<file path="config.mk">
export PLATFORM = sky130hd
export DESIGN_NAME = mux_arb8
export DESIGN_NICKNAME = d
export VERILOG_FILES = /design/src/rtl/mux_arb8.sv
export SDC_FILE = /design/constraint.sdc
export NUM_CORES = 1
export LEC_CHECK = 0
export BUFFER_PORTS_ARGS = -buffer_cell sky130_fd_sc_hd__buf_2
export CORE_ASPECT_RATIO = 0.5
export CORE_UTILIZATION = 48
export CTS_BUF_LIST = sky130_fd_sc_hd__clkbuf_4 sky130_fd_sc_hd__clkbuf_8 sky130_fd_sc_hd__clkbuf_16
export DETAILED_ROUTE_END_ITERATION = 16
export PLACE_DENSITY = 0.81
export SLEW_MARGIN = 20
export SYNTH_ARGS = -nofsm -noshare
export SYNTH_HDL_FRONTEND = slang
export SYNTH_SLANG_ARGS = --single-unit
</file>
<file path="constraint.sdc">
create_clock -name clk -period 4.4 [get_ports clk]
set_clock_uncertainty 0.15 [all_clocks]
set_input_delay 0.88 -clock clk [delete_from_list [all_inputs] [get_ports clk]]
set_output_delay 0.88 -clock clk [all_outputs]
set_load 0.02 [all_outputs]
</file>
<file path="src/rtl/mux_arb8.sv">
// Round-robin arbiter over eight requesters with an 8:1 data mux.
// A grant is held for at most MAX_HOLD beats or until the owner drops its request.
module mux_arb8 #(
  parameter int W        = 16,
  parameter int MAX_HOLD = 4
) (
  input  logic           clk,
  input  logic           rst,
  input  logic [7:0]     req,
  input  logic [8*W-1:0] din,
  output logic [7:0]     gnt,
  output logic [2:0]     sel,
  output logic [W-1:0]   dout,
  output logic           dvalid,
  input  logic           dready,
  output logic           busy
);

  typedef enum logic [0:0] {IDLE = 1'b0, OWN = 1'b1} state_t;

  localparam logic [7:0] HOLD_C = 8'(MAX_HOLD);

  // Circular priority search starting at p; returns {found, index}.
  // The loop runs from the farthest offset down so the nearest hit wins.
  function automatic logic [3:0] pick_f(input logic [7:0] r, input logic [2:0] p);
    logic [3:0] res;
    logic [2:0] idx;
    res = 4'd0;
    for (int k = 7; k >= 0; k--) begin
      idx = p + 3'(k);
      if (r[idx]) begin
        res = {1'b1, idx};
      end else begin
        res = res;
      end
    end
    return res;
  endfunction

  state_t     state_r, state_s;
  logic [2:0] ptr_r, ptr_s;
  logic [7:0] cnt_r, cnt_s;
  logic [2:0] sel_r, sel_s;
  logic [7:0] gnt_r, gnt_s;
  logic       busy_r, busy_s;
  logic [3:0] pick_s;
  logic       own_s, dvalid_s, beat_s, rel_s;

  // Next-state, grant and beat-count logic.
  always_comb begin
    state_s  = state_r;
    ptr_s    = ptr_r;
    cnt_s    = cnt_r;
    sel_s    = sel_r;
    gnt_s    = gnt_r;
    busy_s   = busy_r;
    pick_s   = pick_f(req, ptr_r);
    own_s    = (state_r == OWN);
    dvalid_s = own_s & req[sel_r];
    beat_s   = dvalid_s & dready;
    rel_s    = own_s & (~req[sel_r] | (beat_s & ((cnt_r + 8'd1) == HOLD_C)));
    case (state_r)
      IDLE: begin
        if (pick_s[3]) begin
          state_s = OWN;
          sel_s   = pick_s[2:0];
          gnt_s   = 8'd1 << pick_s[2:0];
          cnt_s   = 8'd0;
          busy_s  = 1'b1;
        end else begin
          gnt_s  = 8'd0;
          busy_s = 1'b0;
        end
      end
      OWN: begin
        if (beat_s) begin
          cnt_s = cnt_r + 8'd1;
        end else begin
          cnt_s = cnt_r;
        end
        // sel keeps the last owner after release; only ptr moves on.
        if (rel_s) begin
          state_s = IDLE;
          gnt_s   = 8'd0;
          busy_s  = 1'b0;
          ptr_s   = sel_r + 3'd1;
        end else begin
          state_s = OWN;
        end
      end
      default: begin
        state_s = IDLE;
        gnt_s   = 8'd0;
        busy_s  = 1'b0;
      end
    endcase
  end

  // State registers with synchronous reset taking priority over any beat.
  always_ff @(posedge clk) begin
    if (rst) begin
      state_r <= IDLE;
      ptr_r   <= 3'd0;
      cnt_r   <= 8'd0;
      sel_r   <= 3'd0;
      gnt_r   <= 8'd0;
      busy_r  <= 1'b0;
    end else begin
      state_r <= state_s;
      ptr_r   <= ptr_s;
      cnt_r   <= cnt_s;
      sel_r   <= sel_s;
      gnt_r   <= gnt_s;
      busy_r  <= busy_s;
    end
  end

  // Data mux driven from the registered select; forced to zero when idle.
  always_comb begin
    if (own_s) begin
      dout = din[sel_r*W +: W];
    end else begin
      dout = {W{1'b0}};
    end
  end

  assign gnt    = gnt_r;
  assign sel    = sel_r;
  assign busy   = busy_r;
  assign dvalid = dvalid_s;

endmodule

</file>
==> impl_results.md <==
* Async SR Flop Fraction at 0
* Multi-input logic area at 2790 sq um
* CTS tree: built
* Reg area at 482 sq um
* Slowest stage cell, crit path: mux4_1
* # Max-Cap Violations at 0
* Commonest cells after routing, fill and taps aside: buf_2, mux4_2, mux2i_1
* Clock latency on the worst-skew pair at 0.26 ns
* DRC viols at 0
* Seq/Total Area, Yosys at 0.139
* Synth warn at 0
* ANT cells at 0
* Post-Layout Cell Count at 588
* Pwr Density at 361 nW/um^2
* Hpwl dp at 8330 microns
* Drt via density at 6.17
* Vias in the first global route at 3417
* Most common cell after layout, fill and taps aside: buf_2
* Row cnt at 21
* Syn nets at 497
* Antenna violations before repair at 0
* Detail Route Antenna Nets at 0
* Critical Path RT at 4.46 ns
* Setup bufs post-CTS at 0
* Cell variety after synth at 60
* Clk root buf: clkbuf_16
* Synthesized area per cell at 9.78 sq um
* Via count at 3630
* Longest Clk Path Bufs at 2
* Final setup viols at 0
* Fraction of the cycle the final worst path needs at 0.767
* GP Congestion at 0.870
* Fin. max-slew vios at 0
* Final Util at 0.648
* Post-CTS Resized at 0
* Die Y at 62.0 microns
* RSZ-0062 raised after global routing: no
* Crit Path Max Fanout at 18
* Slowest stage delay, CP at 0.70 ns
* Global-route wire length before repair at 16700 microns
* Hold Buf Count CTS at 0
* Final TNS setup at 0 ns
* Synth Flop Type: dfxtp_1
* Crit-path cells: inv_1, ha_1, buf_4, mux4_1, nor4_2, nor3_1, a22oi_1, o211ai_1, nor3_1, a22o_1
* #FFs+latches synth at 24
* First-pass iteration count of the detailed router at 5
* Run status: complete, no violations
* Worst Setup Start Kind: flip-flop
* Die area at 7560 sq um
* Post-Place Cells at 584
* Synthesized area at 3450 sq um
* Clock slew at reported path FFs at 0.06 ns
* Filler cell count at 562
* Worst path most repeated cell: nor3_1
* Largest net degree at the start of global routing at 35
* Final WL at 10600 microns
* Layout area overhead at 27.7%
* Num CTS Buffers at 3
* Max Fclk at 296 MHz
* Die width at 122 microns
* Port buffer count at 167
* Core Area at 6810 sq um
* CP Class: reg2reg
* 1st-iter DRT viols at 257
* Slew HR at 0.471
* Layout Nets at 641
* CP endpoint kind: flip-flop
* Leak at 1.85 nW
* Total power at 1.59 mW
* Global Route Usage Sum at 0.284
* Mapped Cells at 353
* Max VDD drop at 0.000219 V
* CTS H-tree depth at 1
* Fin. Hold Viols at 0
* Worst-margin pin slew at 0.792 ns
* Share of cells above drive strength 1 at 0.482
* Worst hold path type: reg2reg
* Final hold slack at 0.311 ns
* Minimum clock period at 3.38 ns
* Total global routing overflow at 0
* Starting Density at 0.507
* Top Ports at 168
* Clk sinks at 24
* Avg WL per Cell at 18.0 microns
* Crit path DAT at 3.43 ns
* Post-synth EDFFs at 0
[cells in the mapped netlist, types with 7 or more instances]
| cell | number | area share |
|---|---|---|
| mux2_2 | 8 | 0.026 |
| mux4_2 | 47 | 0.31 |
| nor3_1 | 7 | 0.010 |
| dfxtp_1 | 24 | 0.14 |
| nor2b_1 | 18 | 0.033 |
| nand2_1 | 17 | 0.018 |
| mux2i_1 | 27 | 0.078 |
| a211oi_1 | 8 | 0.017 |
| a21oi_1 | 21 | 0.030 |
| o21ai_0 | 13 | 0.019 |
| clkbuf_1 | 21 | 0.023 |
| inv_1 | 8 | 0.0087 |
| buf_2 | 7 | 0.010 |
| nor2_1 | 25 | 0.027 |
| nand3_1 | 9 | 0.013 |
[metrics by stage]
step	instance area (sq um)	worst slack, ns
final	4410	1.02
after detailed placement	4310	1.07
after global placement	4310	1.15
after global routing	4410	0.771
after floorplan	3450	1.07
after CTS	4410	1.05
[area by class of cell]
type / instances / share of cell area
Clock buffer: 3 / 0.0170
Clock inverter: 1 / 0.00681
Inverter: 9 / 0.00766
Multi-Input combinational cell: 285 / 0.632
Sequential cell: 24 / 0.109
Tap cell: 92 / 0.0261
Timing Repair Buffer: 174 / 0.201
[sequential cells by signal, indices dropped and copies added (netlist names)]
signal	count
busy	1
sel	3
own_s	1
gnt	8
ptr_r	3
cnt_r	8
[where the power goes]
part	total, mW	internal (mW)	switching (mW)	leakage [nW]
clock	0.261	0.181	0.0805	0.0511
sequential	0.300	0.244	0.0556	0.196
combinational	1.03	0.497	0.535	1.61
total	1.59	0.922	0.671	1.85
[final timing paths]
| kind | startpoint | to | slack, ns | cells after the start |
|---|---|---|---|---|
| worst max-delay path | ptr_r[1]$_SDFFE_PP0P_ | gnt[6]$_SDFFE_PP0P_ | 1.02 | 10 |
| worst min-delay path | gnt[5]$_SDFFE_PP0P_ | gnt[5]$_SDFFE_PP0P_ | 0.31 | 1 |
| worst max register to register | ptr_r[1]$_SDFFE_PP0P_ | gnt[6]$_SDFFE_PP0P_ | 1.02 | 10 |
| worst min register to register | gnt[5]$_SDFFE_PP0P_ | gnt[5]$_SDFFE_PP0P_ | 0.31 | 1 |
[cells by family after synthesis]
family / count (synthesis) / synth area share
buffers and inverters: 44 / 0.0540
adder cells (fa/ha/maj): 5 / 0.0181
XOR/XNOR: 6 / 0.0152
AND/OR/NAND/NOR: 108 / 0.167
multiplexers: 88 / 0.452
AO/OA/AOI/OAI: 78 / 0.154
flip-flops: 24 / 0.139
[worst max-delay path, delay by kind of cell, from the launching register on]
family / cells / cell delay, ns
compound gates: 3 / 0.57
simple gates: 3 / 0.84
flops: 1 / 0.34
fa+ha+maj: 1 / 0.31
mux: 1 / 0.70
buf+inv: 2 / 0.40
[layer usage]
metal,track usage,wire length [microns]
met1,0.372,4380
met2,0.513,5140
met3,0.0401,947
met4,0.0670,108
met5,0,0
Note: power is estimated with default switching activity, not from simulation.
